File: src/rtl/rvb_bmat_arbiter.sv
// Two-requester round-robin front end for one shared in-order bit-matrix unit.
// A tag FIFO records which requester owns each outstanding op so results route back.
module rvb_bmat_arbiter #(
  parameter int XLEN  = 64,
  parameter int DEPTH = 4
) (
  input  logic              clock,
  input  logic              reset,
  input  logic [1:0]        req_valid,
  output logic [1:0]        req_ready,
  input  logic [2*XLEN-1:0] req_rs1,
  input  logic [2*XLEN-1:0] req_rs2,
  input  logic [1:0]        req_insn30,
  output logic [1:0]        rsp_valid,
  input  logic [1:0]        rsp_ready,
  output logic [XLEN-1:0]   rsp_rd,
  output logic              u_din_valid,
  input  logic              u_din_ready,
  output logic [XLEN-1:0]   u_din_rs1,
  output logic [XLEN-1:0]   u_din_rs2,
  output logic              u_din_insn30,
  input  logic              u_dout_valid,
  output logic              u_dout_ready,
  input  logic [XLEN-1:0]   u_dout_rd,
  output logic              err
);
  localparam int PW = $clog2(DEPTH);
  localparam int CW = $clog2(DEPTH + 1);
  localparam logic [CW-1:0] DEPTH_C = CW'(DEPTH);
  localparam logic [CW-1:0] CNT_ONE = CW'(1);
  localparam logic [PW-1:0] PTR_ONE = PW'(1);

  logic             prio_r;
  logic [DEPTH-1:0] tag_r;
  logic [PW-1:0]    wr_ptr_r;
  logic [PW-1:0]    rd_ptr_r;
  logic [CW-1:0]    count_r;
  logic             err_r;

  logic grant_s;
  logic room_s;
  logic empty_s;
  logic head_s;
  logic issue_s;
  logic retire_s;

  // Issue side: grant, operand mux and request handshakes
  always_comb begin
    grant_s      = 1'b0;
    req_ready    = 2'b00;
    room_s       = (count_r < DEPTH_C);
    if (req_valid == 2'b11) begin
      grant_s = prio_r;
    end else begin
      grant_s = req_valid[1];
    end
    u_din_valid  = (|req_valid) && room_s;
    if (u_din_ready && room_s) begin
      req_ready = grant_s ? 2'b10 : 2'b01;
    end else begin
      req_ready = 2'b00;
    end
    u_din_rs1    = grant_s ? req_rs1[XLEN +: XLEN] : req_rs1[0 +: XLEN];
    u_din_rs2    = grant_s ? req_rs2[XLEN +: XLEN] : req_rs2[0 +: XLEN];
    u_din_insn30 = grant_s ? req_insn30[1] : req_insn30[0];
    issue_s      = u_din_valid && u_din_ready;
  end

  // Return side: route the unit result to the owner of the FIFO head
  always_comb begin
    rsp_valid    = 2'b00;
    u_dout_ready = 1'b0;
    empty_s      = (count_r == {CW{1'b0}});
    head_s       = tag_r[rd_ptr_r];
    if (!empty_s) begin
      rsp_valid    = head_s ? {u_dout_valid, 1'b0} : {1'b0, u_dout_valid};
      u_dout_ready = rsp_ready[head_s];
    end else begin
      rsp_valid    = 2'b00;
      u_dout_ready = 1'b0;
    end
    rsp_rd   = u_dout_rd;
    retire_s = u_dout_valid && u_dout_ready;
  end

  // Round-robin priority, tag FIFO and occupancy; a full FIFO never bypasses
  always_ff @(posedge clock) begin
    if (!reset) begin
      prio_r   <= 1'b0;
      tag_r    <= {DEPTH{1'b0}};
      wr_ptr_r <= {PW{1'b0}};
      rd_ptr_r <= {PW{1'b0}};
      count_r  <= {CW{1'b0}};
    end else begin
      if (issue_s) begin
        prio_r          <= ~grant_s;
        tag_r[wr_ptr_r] <= grant_s;
        wr_ptr_r        <= wr_ptr_r + PTR_ONE;
      end
      if (retire_s) begin
        rd_ptr_r <= rd_ptr_r + PTR_ONE;
      end
      case ({issue_s, retire_s})
        2'b10:   count_r <= count_r + CNT_ONE;
        2'b01:   count_r <= count_r - CNT_ONE;
        default: count_r <= count_r;
      endcase
    end
  end

  // Sticky flag for a result arriving with nothing outstanding
  always_ff @(posedge clock) begin
    if (!reset) begin
      err_r <= 1'b0;
    end else if (u_dout_valid && empty_s) begin
      err_r <= 1'b1;
    end else begin
      err_r <= err_r;
    end
  end

  assign err = err_r;

endmodule

File: config.mk
export PLATFORM = sky130hd
export DESIGN_NAME = rvb_bmat_arbiter
export DESIGN_NICKNAME = d
export VERILOG_FILES = /design/src/rtl/rvb_bmat_arbiter.sv
export SDC_FILE = /design/constraint.sdc
export NUM_CORES = 1
export LEC_CHECK = 0
export CAP_MARGIN = 20
export CORE_AREA = 2 2 205 207
export DETAILED_ROUTE_END_ITERATION = 8
export DIE_AREA = 0 0 207 209
export PLACE_DENSITY = 0.4
export SYNTH_ARGS = -nofsm -noshare
export SYNTH_HDL_FRONTEND = slang
export SYNTH_SLANG_ARGS = --single-unit
File: constraint.sdc
create_clock -name clock -period 2.7 [get_ports clock]
set_input_delay 0.27 -clock clock [delete_from_list [all_inputs] [get_ports clock]]
set_output_delay 0.27 -clock clock [all_outputs]
set_load 0.01 [all_outputs]
==> metrics.md <==
| Metric | Value |
|---|---|
| Status | `finished clean` |
| Worst EP arrival | `~2.3 ns` |
| Post-synth EDFFs | `0` |
| Layout Nets | `970` |
| Detailed placement HPWL | `~15 mm` |
| Fmax | `0.389 GHz` |
| DR DRC count | `0` |
| Crit end category | `primary output` |
| Clock share of power | `0.156` |
| Syn Area/Cell | `about 10 um2` |
| Synthesis Warnings | `0` |
| Cts bufs inserted | `3` |
| Largest net degree at the start of global routing | `48` |
| Cell row count | `75` |
| Final setup vio count | `0` |
| Worst vdd ir | `~200 uV` |
| Flop pwr share | `0.123` |
| Startpoint types | `input pin` |
| Synth Cell Area | `roughly 3000 um2` |
| Internal Pwr Total | `about 1.3 mW` |
| Final min period | `2.57 ns` |
| Fin. Hold Viols | `0` |
| Period utilization | `0.951` |
| DRT iter0 DRCs | `90` |
| GRT overflow | `0` |
| Antenna violations before repair | `0` |
| Worst path cell trace | `clkdlybuf4s50_1 > a21boi_4 > buf_12 > buf_12 > mux2_2 > clkdlybuf4s50_1` |
| Max Buffers Root-to-Sink | `2` |
| Syn Inst Count | `between 200 and 300` |
| Synth area leader | `mux2_2` |
| Count of boundary I/O pins | `530` |
| Area of the core | `between 40000 and 50000 um2` |
| Slowest CP cell | `clkdlybuf4s50_1` |
| Total GRT Usage | `0.0718` |
| Synth top cells by count | `mux2_2 (82), buf_4 (72), mux2_4 (48)` |
| Leakage | `2.70 nW` |
| Vias per cell | `just under 3` |
| H-tree levels | `1` |
| Sw Ratio | `0.288` |
| Vias post-DR | `3500` |
| Top_reg_cell synth | `dfxtp_1` |
| Die area | `between 40000 and 50000 um2` |
| Skew final | `between 0.004 and 0.005 ns` |
| Die height | `between 200 and 250 um` |
| Synth cell types | `31` |
| Slew Limit Fails | `0` |
| Sequential area share after synthesis | `0.0848` |
| Post-DR wirelength/cell | `approximately 14 um` |
| Dpl ws | `between 0.09 and 0.1 ns` |
| CTS tree | `done` |
| DR pass1 iterations | `4` |
| Clock-pin transition on the worst setup and hold timing paths | `~0.050 ns` |
| HP Class | `reg -> reg` |
| # hold bufs at CTS | `0` |
| Most common cell in the netlist | `mux2_2` |
| Sw Pwr | `roughly 0.54 mW` |
| Routability cong. | `0.829` |
| Aggregate routed wire length | `between 15 and 20 mm` |
| FF+latch count, synth | `13` |
| PortBufs | `about 400` |
| RSZ-0062 raised after global routing | `false` |
| Final WS setup | `~0.13 ns` |
| Gate power share | `0.721` |
| Setup TNS | `0 ns` |
| Post-synth net total | `630` |
| Post-synth ARST share | `0` |
| Initial Utilization | `0.0744` |
| # clock sinks | `13` |
| Share of cells above drive strength 1 | `0.246` |
| CTS Root Cell | `clkbuf_16` |
| Total power | `approximately 1.9 mW` |
| Clk Latency, worst-skew pair | `around 0.25 ns` |
| Global-route wire length before repair | `23.6 mm` |
| Worst Path Max Fanout | `18` |
| Die Wd | `between 200 and 250 um` |
| Number of max-cap violations | `0` |
| Setup Fix Bufs, Post-CTS | `0` |
| Power density over the cells | `around 250 nW/um2` |
| CP Data Required Time | `approximately 2.4 ns` |
| Area Overhead vs Synth | `140%` |
| Synth area leaders | `mux2_2 (30%), mux2_4 (23%), buf_4 (18%)` |
| Setup CP Type | `in -> out` |
| Worst Max-Slew Pin Slew | `0.536 ns` |
| Post-synth top area share | `0.301` |
| Slew HR | `0.641` |
| Number of global-route vias before repair | `between 3k and 4k` |
| Largest stage delay, worst path | `0.50 ns` |
| Gates resized, CTS repair | `0` |
| Final antenna-violating net count | `0` |
[sequential cells by signal, indices dropped and copies added (netlist names)]
signal    count
prio_r        1
count_r       3
tag_r         4
wr_ptr_r      2
err           1
rd_ptr_r      2
[worst paths after layout]
check | depth (start not counted) | end | from | slack, ns
setup / recovery | 6 | u_din_rs2[2] | req_valid[1] | 0.13
hold / removal | 2 | err | err | 0.49
setup reg to reg | 10 | count_r[2] | rd_ptr_r[1] | 0.26
hold reg to reg | 2 | err | err | 0.49
[cell families (layout without fill, tap and decap cells)]
logic type               count (synthesis)  count (layout)  synth area share
other                                    0               1                 0
adder cells (fa/ha/maj)                  6               6            0.0269
flip-flops                              13              13            0.0848
XOR/XNOR                                 3               3           0.00856
AO/OA/AOI/OAI                            9               9            0.0192
multiplexers                           140             140             0.568
AND/OR/NAND/NOR                         35              35            0.0644
buffers and inverters                   88             427             0.228
[worst max-delay path: cells and delay by family]
kind | cells | cell delay, ns
buffers and inverters | 4 | 1.38
muxes | 1 | 0.37
AOI/OAI and AO/OA | 1 | 0.27
[layer usage]
layer	wire (um)	part of all wire	track usage
met1	6810	0.41	0.0840
met4	77	0.0047	0.00911
met2	7490	0.45	0.120
met5	44	0.0027	0.00667
met3	2110	0.13	0.0355
[power groups by stage]
stage / Combinational (mW) / Sequential [mW] / Clock, mW
finish: 1.34 / 0.229 / 0.291
global route: 1.44 / 0.232 / 0.309
detailed placement: 1.36 / 0.232 / 0
floorplan: 0.621 / 0.231 / 0
global placement: 1.36 / 0.233 / 0
CTS: 1.37 / 0.228 / 0.303
[stage by stage]
step                      cell area [um2]   util  hold slack, ns  cells
final                                7360  0.178           0.488   1173
after global routing                 7360  0.178           0.515   1172
after CTS                            7350  0.178           0.488   1172
after detailed placement             7270  0.176           0.474   1168
after global placement               7270  0.176           0.475   1168
after floorplan                      3070      -           0.424    294
[cell type report]
| type | instances | area, um2 |
|---|---|---|
| fillers | 4649 | 33900 |
| repair buffers | 417 | 4200 |
| multi-input cells | 193 | 2120 |
| well taps | 539 | 674 |
| flip-flops and latches | 13 | 262 |
| clock buffers | 4 | 78.8 |
| inverters | 6 | 22.5 |
| diodes | 1 | 2.50 |
[cells in the final DEF, fill, tap and decap left out, drive strengths merged, types with 2 or more instances in the layout]
master         netlist  final
mux2               130    130
o21ai                3      3
inv                  6      6
clkbuf               3      4
ha                   5      5
xnor2                2      2
and2                 4      4
nand2                5      5
nand2b               3      3
a21oi                2      2
nor2b                8      8
mux2i               10     10
nand3                5      5
nor2                 5      5
dfxtp               13     13
clkdlybuf4s50        0    401
buf                 79     16
a21boi               3      3
(Power assumes the default switching activity.)
